`config.mk`:
```
export PLATFORM = sky130hd
export DESIGN_NAME = rand_port_arbiter
export DESIGN_NICKNAME = d
export VERILOG_FILES = /design/src/rtl/mcu_arb_pkg.sv /design/src/rtl/refresh_timer.sv /design/src/rtl/rand_port_arbiter.sv
export SDC_FILE = /design/constraint.sdc
export NUM_CORES = 1
export LEC_CHECK = 0
export ABC_AREA = 1
export BUFFER_PORTS_ARGS = -buffer_cell sky130_fd_sc_hd__buf_2
export CAP_MARGIN = 10
export CORE_AREA = 4 4 126 128
export DETAILED_ROUTE_END_ITERATION = 7
export DIE_AREA = 0 0 130 132
export GPL_TIMING_DRIVEN = 0
export PLACE_DENSITY_LB_ADDON = 0.2
export SYNTH_ARGS = -nofsm -noshare
export SYNTH_HDL_FRONTEND = slang
export SYNTH_SLANG_ARGS = --single-unit
```
`constraint.sdc`:
```
create_clock -name CLK -period 1.55 [get_ports CLK]
set_input_delay 0.155 -clock CLK [delete_from_list [all_inputs] [get_ports CLK]]
set_output_delay 0.155 -clock CLK [all_outputs]
set_load 0.01 [all_outputs]
```
`src/rtl/mcu_arb_pkg.sv`:
```
// Shared types and widths for the random-access port arbiter.
package mcu_arb_pkg;

    localparam int unsigned ADDR_W = 26;
    localparam int unsigned BE_W   = 4;
    localparam int unsigned DATA_W = 32;

    // 7.8 us between refreshes at 100 MHz
    localparam int unsigned REFRESH_INTERVAL_DEFAULT = 780;

    typedef enum logic [1:0] {
        IDLE    = 2'd0,
        ISSUE   = 2'd1,
        RELEASE = 2'd2
    } arb_state_e;

    // One client's command as presented to the controller's random port
    typedef struct packed {
        logic [ADDR_W-1:0] address;
        logic              we;
        logic [BE_W-1:0]   we_array;
        logic [DATA_W-1:0] datain;
    } rand_cmd_t;

endpackage

```
`src/rtl/refresh_timer.sv`:
```
// Free-running down-counter that emits a one-cycle refresh pulse every
// REFRESH_INTERVAL cycles, independent of any arbitration activity.
module refresh_timer
    import mcu_arb_pkg::*;
#(
    parameter int unsigned REFRESH_INTERVAL = REFRESH_INTERVAL_DEFAULT
) (
    input  logic CLK,
    input  logic RST,
    output logic refresh_strobe
);

    localparam int unsigned CNT_W = $clog2(REFRESH_INTERVAL);
    localparam logic [CNT_W-1:0] RELOAD = CNT_W'(REFRESH_INTERVAL - 1);

    logic [CNT_W-1:0] cnt_q;

    // Count down, pulse on the zero cycle and reload
    always_ff @(posedge CLK) begin
        if (RST) begin
            cnt_q          <= RELOAD;
            refresh_strobe <= 1'b0;
        end else if (cnt_q == '0) begin
            cnt_q          <= RELOAD;
            refresh_strobe <= 1'b1;
        end else begin
            cnt_q          <= cnt_q - CNT_W'(1);
            refresh_strobe <= 1'b0;
        end
    end

endmodule

```
`src/rtl/rand_port_arbiter.sv`:
```
// Round-robin arbiter sharing one controller random-access port among
// NUM_REQ clients. Each grant runs IDLE -> ISSUE (until ack) -> RELEASE.
// The command fields stay muxed from the last granted client so write data
// remains valid after the acknowledge.
// Build option: define RAND_ARB_REFRESH_TIMER_EN to build the internal
// refresh timer; otherwise refresh_strobe is tied low and refresh comes
// from an external source.
module rand_port_arbiter
    import mcu_arb_pkg::*;
#(
    parameter int unsigned NUM_REQ          = 4,
    parameter int unsigned REFRESH_INTERVAL = REFRESH_INTERVAL_DEFAULT
) (
    input  logic                        CLK,
    input  logic                        RST,
    input  logic [NUM_REQ-1:0]          cl_req,
    output logic [NUM_REQ-1:0]          cl_ack,
    input  logic [NUM_REQ*ADDR_W-1:0]   cl_address,
    input  logic [NUM_REQ-1:0]          cl_we,
    input  logic [NUM_REQ*BE_W-1:0]     cl_we_array,
    input  logic [NUM_REQ*DATA_W-1:0]   cl_datain,
    output logic [ADDR_W-1:0]           rand_req_address,
    output logic                        rand_req_we,
    output logic [BE_W-1:0]             rand_req_we_array,
    output logic [DATA_W-1:0]           rand_req_datain,
    output logic                        rand_req,
    input  logic                        rand_req_ack,
    output logic [$clog2(NUM_REQ)-1:0]  grant_idx,
    output logic                        refresh_strobe
);

    localparam int unsigned IDX_W = $clog2(NUM_REQ);
    localparam logic [IDX_W-1:0] LAST_IDX = IDX_W'(NUM_REQ - 1);

    // Elaboration-time parameter sanity checks
    if (NUM_REQ < 2 || NUM_REQ > 8) begin : g_bad_num_req
        $error("rand_port_arbiter: NUM_REQ must be in 2..8");
    end
    if (REFRESH_INTERVAL < 2) begin : g_bad_interval
        $error("rand_port_arbiter: REFRESH_INTERVAL must be at least 2");
    end

    arb_state_e         state_q;
    arb_state_e         state_d;
    logic [IDX_W-1:0]   ptr_q;
    logic [IDX_W-1:0]   ptr_d;
    logic [IDX_W-1:0]   grant_d;
    logic               rand_req_d;
    logic [NUM_REQ-1:0] cl_ack_d;

    logic               pick_valid;
    logic [IDX_W-1:0]   pick_idx;
    rand_cmd_t          cmd_sel;

    // First requester at or above ptr, wrapping past the last client
    always_comb begin
        int unsigned      cand;
        logic [IDX_W-1:0] cand_idx;
        pick_valid = 1'b0;
        pick_idx   = ptr_q;
        cand       = 0;
        cand_idx   = '0;
        for (int unsigned i = 0; i < NUM_REQ; i++) begin
            cand = 32'(ptr_q) + i;
            if (cand >= NUM_REQ) begin
                cand = cand - NUM_REQ;
            end
            cand_idx = IDX_W'(cand);
            if (!pick_valid && cl_req[cand_idx]) begin
                pick_valid = 1'b1;
                pick_idx   = cand_idx;
            end
        end
    end

    // Next-state and registered-output decode
    always_comb begin
        state_d    = state_q;
        ptr_d      = ptr_q;
        grant_d    = grant_idx;
        rand_req_d = 1'b0;
        cl_ack_d   = '0;
        case (state_q)
            IDLE: begin
                if (pick_valid) begin
                    grant_d    = pick_idx;
                    rand_req_d = 1'b1;
                    state_d    = ISSUE;
                end
            end
            ISSUE: begin
                // Requests are not re-sampled here: a client that drops
                // cl_req mid-transaction still gets its access completed.
                if (rand_req_ack) begin
                    cl_ack_d = NUM_REQ'(1) << grant_idx;
                    ptr_d    = (grant_idx == LAST_IDX) ? '0
                                                       : grant_idx + IDX_W'(1);
                    state_d  = RELEASE;
                end else begin
                    rand_req_d = 1'b1;
                end
            end
            RELEASE: begin
                // One dead cycle lets the acked client lower cl_req
                state_d = IDLE;
            end
            default: begin
                state_d = IDLE;
            end
        endcase
    end

    // State and output registers
    always_ff @(posedge CLK) begin
        if (RST) begin
            state_q   <= IDLE;
            ptr_q     <= '0;
            grant_idx <= '0;
            rand_req  <= 1'b0;
            cl_ack    <= '0;
        end else begin
            state_q   <= state_d;
            ptr_q     <= ptr_d;
            grant_idx <= grant_d;
            rand_req  <= rand_req_d;
            cl_ack    <= cl_ack_d;
        end
    end

    // Command mux steered by the registered grant, held until the next grant
    always_comb begin
        cmd_sel          = '0;
        cmd_sel.address  = cl_address[grant_idx*ADDR_W +: ADDR_W];
        cmd_sel.we       = cl_we[grant_idx];
        cmd_sel.we_array = cl_we_array[grant_idx*BE_W +: BE_W];
        cmd_sel.datain   = cl_datain[grant_idx*DATA_W +: DATA_W];
    end

    assign rand_req_address  = cmd_sel.address;
    assign rand_req_we       = cmd_sel.we;
    assign rand_req_we_array = cmd_sel.we_array;
    assign rand_req_datain   = cmd_sel.datain;

`ifdef RAND_ARB_REFRESH_TIMER_EN
    refresh_timer #(
        .REFRESH_INTERVAL (REFRESH_INTERVAL)
    ) u_refresh_timer (
        .CLK            (CLK),
        .RST            (RST),
        .refresh_strobe (refresh_strobe)
    );
`else
    assign refresh_strobe = 1'b0;
`endif

endmodule

```
* Word-level counts from Yosys, hierarchy flattened
Cells that the tools add are included.
** Cells by class
- Muxes and demuxes :: 29
- Order comparisons :: 9
- Multipliers :: 1
- $add $sub $neg :: 8
- Bitwise gates (word level) :: 2
- Reduce and logical (&&, ||, !) cells :: 11
- Shift-type cells :: 4
- Equality and inequality tests :: 4
** Operators with widths (count)
- $shiftx 128x8->32 :: 1
- $shiftx 104x8->26 :: 1
- $mux 2 :: 11
- $shiftx 16x5->4 :: 1
- $lt 2x3->1 const B :: 5
- $mux 1 :: 11
- $bmux 1 s2 :: 5
- $ge 3x3->1 const B :: 3
- $sub 2x1->2 const B :: 4
- $add 2x2->3 const B :: 2
- $mul 2x4->6 const B :: 1
- $reduce_and 2->1 :: 3
- $ne 2x2->1 const B :: 2
- $pmux 2 s2 :: 1
- $shl 1x2->4 const A :: 1
- $add 2x1->3 const B :: 1
- $ge 2x3->1 const B :: 1
- $logic_and 1x1->1 :: 3
- $logic_not 1->1 :: 3
- $reduce_or 3->1 :: 1
- $add 2x1->2 const B :: 1
- $eq 2x1->1 const B :: 1
- $eq 2x2->1 const B :: 1
- $logic_not 2->1 :: 1
- other kinds (2) :: 3
** Word-level totals
- Flip-flop bits (word level) :: 11
- Word-level logic and storage cells :: 73

* Logic depth before layout (Yosys ltp)
Gate-level depths: netlist of run 1.
- Depth in word-level cells :: 16
- Depth in mapped cells :: 15

* Worst setup path before layout of run 1
Ideal clock, no wire load.
- Path kind :: register to output
- Start :: reg grant_idx[0]
- End :: out rand_req_address[0]
- Cell stages (with the launch flop) :: 7
- Arrival :: 1.345 ns
- Buffers on the path :: 3
- Slack :: 0.050 ns
- Data required time :: 1.395 ns
- Path through :: dfxtp_1 > buf_2 > inv_1 > buf_2 > clkbuf_1 > nor2_1 > o22ai_1
** Between the ends
- Word-level cells in the longest chain between the ends :: 2
** RTL lines
- from (decl) :: RTL line rand_port_arbiter.sv:28 : output logic [$clog2(NUM_REQ)-1:0] grant_idx,
- from (signal assigned) :: RTL line rand_port_arbiter.sv:124 : grant_idx <= grant_d;
- $mul 2x4->6 :: RTL line rand_port_arbiter.sv:133 : cmd_sel.address = cl_address[grant_idx*ADDR_W +: ADDR_W];
- $shiftx 104x8->26 :: RTL line rand_port_arbiter.sv:133
- to (decl) :: RTL line rand_port_arbiter.sv:22 : output logic [ADDR_W-1:0] rand_req_address,
No other way between the ends.

* Final worst setup path of run 1
- Start :: reg grant_idx[0]
- End :: out rand_req_address[7]
Same word-level chain as after synthesis.

==> results.tsv, run 1 <==
stage	metric	value	unit
cts	cts_max_level	1	
status	violations	negative setup slack	
global_route	grt_max_degree	11	
logic_synthesis	synthCells	455	
critical_path	slowest_stage	dfxtp_4	
critical_path	crit_buf_inv	5	
logic_synthesis	yosysWarnings	0	
logic_synthesis	async_flop_share	0	
cts	cts_tree	done	
power	p_per_area	1090	nW/µm²
power	power_frac_clock	0.085	
die	rows	45	
critical_path	required	1.39	ns
critical_path	r2r_slack	0.08	ns
layout	fin_cells	992	
drt	via_count	4566	
die	num_io_pins	330	
global_route	antenna_found_initial	4	
die	placeableCoreArea	14900	µm²
cts	root_buffer	clkbuf_16	
global_route	grt_use_total	0.183	
die	initial_utilization	0.157	
timing	grt_setup_unrepaired	true	
layout	area_delta_synth_final	117	%
timing	fmax	597	MHz
logic_synthesis	synth_area	2330	µm²
drt	routedWlPerCell	17.1	µm
critical_path	critPathMaxStageDelay	0.37	ns
status	outcome	finished, violations left	
drt	drt-total-wl	16900	µm
global_route	grt_pass1_wl	24900	µm
drt	drtAntennaViolNets	0	
layout	drive_above_1_share	0.563	
cts	clockBufferDepth	2	
power	p_sw_frac	0.490	
min_path	hold_class	primary input to flip-flop	
logic_synthesis	synth-edff-count	0	
die	die_x	130	µm
timing	fin_skew	0.00192	ns
critical_path	crit_path_max_fanout	7	
logic_synthesis	avgSynthCellArea	5.12	µm²
drt	viasPerCell	4.60	
critical_path	startpoint_type	flip-flop	
logic_synthesis	yosys.cell_types.count	26	
drt	first_iter_violations	212	
critical_path	crit_chain	buf_12 > inv_8 > buf_16 > clkbuf_16 > nor2_1 > o22ai_1 > buf_2	
cts	clock_latency	0.24	ns
timing	setup_tns	-5.10	ns
critical_path	cp.arrival	1.52	ns
placement	dp_hpwl	13300	µm
drt	drc	0	
placement	gp_congestion	0.871	
timing	hold_ws	0.141	ns
layout	antenna_cells	0	
placement	port_buffers	328	
power	combPwrFrac	0.849	
layout	fin_nets	1065	
power	switching_power	2.72	mW
die	die_y	132	µm
critical_path	endpoint_kind	output port	
placement	dp.cells	971	
die	die_area	17200	µm²
cts	cts.sinks	11	
layout	fin_util	0.341	
run	max_cap_violations	0	
timing	fin_crit	1.68	ns
logic_synthesis	synth_flop_cell	dfxtp_1	
logic_synthesis	syn_nets	715	
cts	cts_buffers	3	
power	p_int	2.83	mW
timing	finalMaxSlewViolations	0	
power	power	5.54	mW
cts	path_clk_slew	0.04	ns
power	p_seq_frac	0.066	
drt	dr.pass1.iters	4	
timing	post-route-period-util	1.08	
global_route	grt-ovfl-total	0	
logic_synthesis	ys_seq_elements	11	
logic_synthesis	seq_area_frac_synth	0.0945	
timing	hold_violations	0	
critical_path	cpLargestDelayFamily	buffers and inverters	
timing	setup_viol	63	
global_route	grt_pass1_vias	4454	
timing	setup_slack	-0.125	ns
critical_path	critPathKind	flip-flop to output port	
power	vdd_ir_drop_max	0.000478	V
power	leakage	2.64	nW
[layer usage]
layer / vias up / wire length, µm / track usage
met3: 30 / 1340 / 0.0389
met1: 2030 / 6800 / 0.236
met2: 201 / 8440 / 0.317
met4: 6 / 320 / 0.0318
li1: 2299 / - / -
met5: - / 35 / 0
[metrics by stage]
stage	worst slack (ns)	instance area, µm²
after detailed placement	-0.695	4210
final	-0.125	5070
after global routing	-0.194	5070
after global placement	-0.735	4210
after floorplan	0.0504	2330
after CTS	-0.147	4900
[power groups by stage]
stage	sequential, mW	clock (mW)	combinational, mW
after floorplan	0.355	0	2.03
after detailed placement	0.364	0	3.67
after global placement	0.367	0	3.68
after CTS	0.364	0.482	4.56
final	0.366	0.474	4.70
after global routing	0.373	0.502	5.13
[logic make-up (layout without fill, tap and decap cells)]
group / count (synthesis) / in the layout / synth area share
compound gates: 202 / 202 / 0.477
xor+xnor: 1 / 1 / 0.00376
fa+ha+maj: 1 / 1 / 0.00537
buf+inv: 57 / 406 / 0.102
flops: 11 / 11 / 0.0945
other cells: 1 / 1 / 0.00161
simple gates: 182 / 182 / 0.316
[synthesized netlist by cell type (2+ instances only)]
library cell    n  area share
nand2_1        30       0.048
o21ai_0       129        0.28
a21oi_1         5       0.011
nor2_1        136        0.22
o22ai_1        63        0.17
nand2_2         6       0.016
inv_1          10       0.016
clkbuf_1       33       0.053
inv_2           2      0.0032
dfxtp_1        11       0.094
buf_2           6       0.013
nand3_1         4      0.0086
o21ai_2         3       0.011
buf_1           3      0.0048
nand3_2         3       0.013
[state kept, by name, indices dropped and copies added (netlist names)]
signal,flops
state_q,2
rand_req,1
grant_idx,2
cl_ack,4
ptr_q,2
[layout by cell type (no fill, tap or decap), drive strengths merged]
master | netlist | routed
buf | 11 | 359
conb | 1 | 1
o21ai | 133 | 133
inv | 13 | 13
nand3 | 7 | 7
nand3b | 1 | 1
xor2 | 1 | 1
ha | 1 | 1
nand4 | 1 | 1
o22ai | 63 | 63
nand2 | 37 | 37
dfxtp | 11 | 11
bufbuf | 0 | 1
nor2 | 136 | 136
clkbuf | 33 | 33
a21oi | 6 | 6
[final timing paths]
kind | startpoint | end | depth (start not counted)
setup / recovery | grant_idx[0] | rand_req_address[7] | 7
hold / removal | RST | rand_req | 2
setup reg to reg | ptr_q[0] | grant_idx[0] | 12
hold reg to reg | state_q[0] | rand_req | 4
[area by class of cell]
cell class                      instances  area [µm²]
Sequential cell                        11         230
Multi-Input combinational cell        387        2050
Clock buffer                            4        78.8
Timing Repair Buffer                  345        1850
Buffer                                 44         551
Inverter                               13        66.3
Fill cell                            1773        9800
Tap cell                              188         235
[what timing repair did]
action / 4_1_cts / 5_1_grt
resized for setup: 168 / 60
buffers inserted: 4 / 4
pin swaps: 5 / 14
hold endpoints to repair: 0 / 0
gates cloned: 7 / 2
hold buffers: 0 / 0
setup endpoints to repair: 70 / 66
[worst register-to-register path: cells and delay by family, from the launching register on]
family,cells,cell delay (ns)
flip-flops,1,0.32
buffers and inverters,5,0.48
AND/OR/NAND/NOR,6,0.41
AO/OA/AOI/OAI,1,0.16
Power figures use the tool's default switching activity.
==> run 2, diff against run 1 <==
Clock period 1.55 ns to 1.65 ns, I/O delays scaled along.
==> results.tsv, run 2 (same netlist as run 1, synthesis figures left out) <==
stage	metric	value	unit
drt	drtAntennaViolNets	0	
cts	path_clk_slew	0.04	ns
power	p_per_area	1030	nW/µm²
die	num_io_pins	330	
cts	cts_buffers	3	
cts	cts.sinks	11	
placement	place_worst_setup_slack	-0.605	ns
power	power	5.13	mW
die	initial_utilization	0.157	
drt	viasPerCell	4.58	
cts	root_buffer	clkbuf_16	
status	violations	negative setup slack	
drt	routedWlPerCell	17.0	µm
timing	setup_tns	-0.238	ns
cts	clock_latency	0.24	ns
layout	largest_reg_flops	4	
cts	cts_tree	done	
drt	dr.pass1.iters	4	
global_route	grt_max_degree	11	
timing	hold_ws	0.148	ns
placement	gp_congestion	0.871	
layout	fin_util	0.334	
critical_path	endpoint_kind	output port	
power	vdd_ir_drop_max	0.000438	V
critical_path	startpoint_type	flip-flop	
layout	layout_common_cells	buf_2, nor2_1, o21ai_0	
status	outcome	finished, violations left	
layout	area_delta_synth_final	113	%
global_route	antenna_found_initial	4	
timing	hold_violations	0	
timing	post-route-period-util	1.03	
power	leakage	2.62	nW
placement	dp.cells	971	
placement	port_buffers	328	
cts	cts_max_level	1	
critical_path	required	1.48	ns
critical_path	cp.arrival	1.53	ns
layout	final_area	4970	µm²
critical_path	crit_path_max_fanout	10	
layout	drive_above_1_share	0.541	
layout	fillers	1770	
timing	fin_skew	0.00101	ns
run	max_cap_violations	0	
die	die_area	17200	µm²
drt	via_count	4534	
layout	antenna_cells	0	
cts	clockBufferDepth	2	
die	rows	45	
drt	drt-total-wl	16900	µm
placement	dp_hpwl	13300	µm
drt	first_iter_violations	246	
layout	fin_cells	989	
global_route	grt_use_total	0.183	
timing	setup_slack	-0.0434	ns
layout	largest-register	cl_ack	
timing	fin_crit	1.69	ns
global_route	grt-ovfl-total	0	
global_route	grt_pass1_wl	24900	µm
timing	fmax	591	MHz
global_route	grt_pass1_vias	4434	
die	die_x	130	µm
layout	layout_commonest_cell	buf_2	
timing	finalMaxSlewViolations	0	
min_path	hold_class	primary input to flip-flop	
timing	setup_viol	17	
drt	drc	0	
die	placeableCoreArea	14900	µm²
die	die_y	132	µm
layout	fin_nets	1062	
critical_path	critPathKind	flip-flop to output port	
timing	grt_setup_unrepaired	true	
placement	placed_cell_area	4210	µm²
-- run 2: power breakdown --
group | internal, mW | total (mW) | leakage, nW | switching, mW
combinational | 1.99 | 4.35 | 2.49 | 2.36
clock | 0.324 | 0.442 | 0.0382 | 0.118
sequential | 0.304 | 0.341 | 0.0920 | 0.0365
-- run 2: path summary, 6_finish.rpt --
| check | slack [ns] | start | cells past startpoint | endpoint |
|---|---|---|---|---|
| setup reg to reg | 0.14 | ptr_q[0] | 12 | grant_idx[0] |
| hold / removal | 0.15 | RST | 2 | state_q[0] |
| hold reg to reg | 0.57 | state_q[0] | 4 | state_q[0] |
| setup / recovery | -0.04 | grant_idx[0] | 5 | rand_req_datain[24] |
-- run 2: timing repair --
action,CTS,global route
buffers inserted,4,1
gates resized for setup,155,54
pin swaps,5,11
setup endpoints to repair,68,65
hold buffers,0,0
cloned,7,2
endpoints found under the hold margin,0,0
-- run 2: layout make-up --
type                    instances  area, µm²  area share
inverters                      13       61.3      0.0123
multi-input cells             387       1980       0.398
clock buffers                   4       78.8      0.0159
flip-flops and latches         11        228      0.0458
repair buffers                342       1830       0.369
well taps                     188        235      0.0473
plain buffers                  44        557       0.112
-- run 2: routing by layer --
| metal | global-route usage | routed length [µm] | part of all wire | up-vias |
|---|---|---|---|---|
| met4 | 0.0294 | 242 | 0.014 | 6 |
| met3 | 0.0389 | 1220 | 0.073 | 24 |
| met2 | 0.317 | 8430 | 0.50 | 177 |
| met5 | 0 | 35 | 0.0021 | - |
| li1 | - | - | - | 2293 |
| met1 | 0.235 | 6920 | 0.41 | 2034 |
-- run 2: worst max-delay path, cell delays in order, from the launching register on --
cell and delay, ns:
dfxtp_4 0.37, buf_12 0.14, clkbuf_4 0.20, o21ai_0 0.31, o22ai_2 0.11, buf_2 0.16
==> run 3, diff against run 2 <==
Settings changed: CORE_AREA 4 4 126 128 to 4 4 127 129, CTS_BUF_LIST from default to sky130_fd_sc_hd__clkbuf_4, DIE_AREA 0 0 130 132 to 0 0 131 133.
==> results.tsv, run 3 (same netlist as run 1, synthesis figures left out) <==
stage	metric	value	unit
status	outcome	finished, violations left	
status	violations	negative setup slack	
timing	post-route-period-util	1.11	
power	leakage	2.76	nW
layout	largest-register	cl_ack	
critical_path	endpoint_kind	output port	
cts	cts.sinks	11	
critical_path	crit_chain	buf_4 > buf_4 > clkbuf_4 > o21ai_0 > o22ai_2 > buf_2	
critical_path	crit_start	grant_idx[0]	
power	vdd_ir_drop_max	0.000331	V
placement	dp_hpwl	13400	µm
cts	cts_tree	done	
die	die_x	131	µm
layout	fin_cells	994	
die	die_y	133	µm
timing	grt_setup_unrepaired	true	
run	max_cap_violations	0	
critical_path	crit_buf_inv	4	
drt	drt-total-wl	17400	µm
timing	fin_crit	1.83	ns
drt	viasPerCell	4.62	
layout	fin_nets	1067	
die	placeableCoreArea	15000	µm²
critical_path	crit_path_max_fanout	10	
global_route	grt-ovfl-total	0	
critical_path	r2r_slack	0.13	ns
die	rows	45	
layout	drive_above_1_share	0.663	
cts	clock_latency	0.26	ns
layout	antenna_cells	0	
critical_path	timing.critical_path.mode_cell	buf_4	
placement	port_buffers	328	
cts	path_clk_slew	0.07	ns
placement	gp_congestion	0.880	
timing	setup_viol	63	
cts	cts_buffers	3	
global_route	antenna_found_initial	1	
drt	drtAntennaViolNets	0	
placement	place_worst_setup_slack	-0.611	ns
critical_path	reg2reg_from	ptr_q[0]	
drt	first_iter_violations	192	
power	power	5.56	mW
timing	finalMaxSlewViolations	0	
critical_path	critPathMaxStageDelay	0.36	ns
min_path	hold_class	primary input to flip-flop	
global_route	grt_use_total	0.180	
cts	root_buffer	clkbuf_4	
timing	hold_violations	0	
layout	layout_common_cells	buf_2, nor2_1, o21ai_0	
timing	hold_ws	0.125	ns
drt	routedWlPerCell	17.5	µm
drt	drc	0	
die	initial_utilization	0.155	
cts	cts_max_level	1	
global_route	grt_pass1_vias	4528	
critical_path	cpLargestDelayFamily	buffers and inverters	
layout	fin_util	0.368	
critical_path	startpoint_type	flip-flop	
layout	largest_reg_flops	4	
die	num_io_pins	330	
layout	layout_commonest_cell	buf_2	
cts	clockBufferDepth	2	
drt	via_count	4597	
critical_path	r2r_cells	12	
layout	area_delta_synth_final	137	%
critical_path	slowest_stage	dfxtp_4	
timing	setup_slack	-0.178	ns
critical_path	cp.arrival	1.66	ns
global_route	grt_max_degree	11	
power	p_per_area	1010	nW/µm²
drt	dr.pass1.iters	4	
timing	fmax	547	MHz
critical_path	crit_end	rand_req_datain[4]	
global_route	grt_pass1_wl	24900	µm
critical_path	critPathKind	flip-flop to output port	
placement	dp.cells	971	
critical_path	worst-path-stages	6	
critical_path	r2r-end	grant_idx[0]	
timing	fin_skew	0.000641	ns
die	die_area	17400	µm²
critical_path	required	1.48	ns
[run 3: cell count changes in the layout (fill, tap and decap cells not counted), sizes merged]
cell | before | now
inv | 13 | 12
bufbuf | 1 | 0
buf | 359 | 360
clkbuf | 30 | 35
clkinvlp | 0 | 1
[run 3: worst min path at each step]
stage | from | to | slack [ns] | depth (start not counted)
after floorplan | RST | rand_req | 0.23 | 1
after global placement | RST | state_q[0] | 0.41 | 2
after detailed placement | RST | state_q[0] | 0.40 | 2
after CTS | RST | state_q[0] | 0.12 | 2
after global routing | RST | state_q[0] | 0.13 | 2
final | RST | state_q[0] | 0.13 | 2
[run 3: worst register-to-register path, cell delays in order (launching register included)]
cell     delay [ns]
dfxtp_1        0.32
buf_6          0.15
inv_6          0.06
nand2_1        0.05
nand2_1        0.08
nand2_1        0.09
nand2_2        0.09
a21oi_4        0.17
nand3_2        0.10
nand2_2        0.11
inv_2          0.06
o21ai_2        0.10
nor2_1         0.05
[run 3: stage by stage]
step	area, µm²	TNS (ns)
global placement	4210	-31.93
floorplan	2330	0
CTS	5090	-10.62
global route	5530	-13.25
detailed placement	4210	-32.01
finish	5530	-8.30
[run 3: report_power, final]
part | internal [mW] | leakage [nW] | total (mW) | switching [mW]
clock network | 0.110 | 0.0184 | 0.199 | 0.0888
logic | 2.30 | 2.66 | 5.03 | 2.73
registers | 0.301 | 0.0912 | 0.328 | 0.0273
[run 3: area by class of cell]
type / instances / area [µm²]
Inverter: 13 / 57.6
Clock buffer: 4 / 30.0
Sequential cell: 11 / 225
Tap cell: 188 / 235
Fill cell: 1690 / 9510
Buffer: 43 / 519
Timing Repair Buffer: 348 / 1960
Multi-Input combinational cell: 387 / 2500
[run 3: layer usage]
| layer | vias up | global-route usage | share of wire | wire length [µm] |
|---|---|---|---|---|
| met4 | 2 | 0.0406 | 0.022 | 389 |
| met1 | 2073 | 0.238 | 0.42 | 7310 |
| li1 | 2303 | - | - | - |
| met3 | 30 | 0.0246 | 0.057 | 989 |
| met5 | - | 0 | 0.0010 | 18 |
| met2 | 189 | 0.308 | 0.50 | 8650 |
[run 3: what timing repair did]
action | CTS | global route
setup buffers | 9 | 1
pin swaps | 8 | 27
gates resized for setup | 228 | 119
hold buffers | 0 | 0
endpoints found under the setup margin | 68 | 65
cloned | 8 | 2
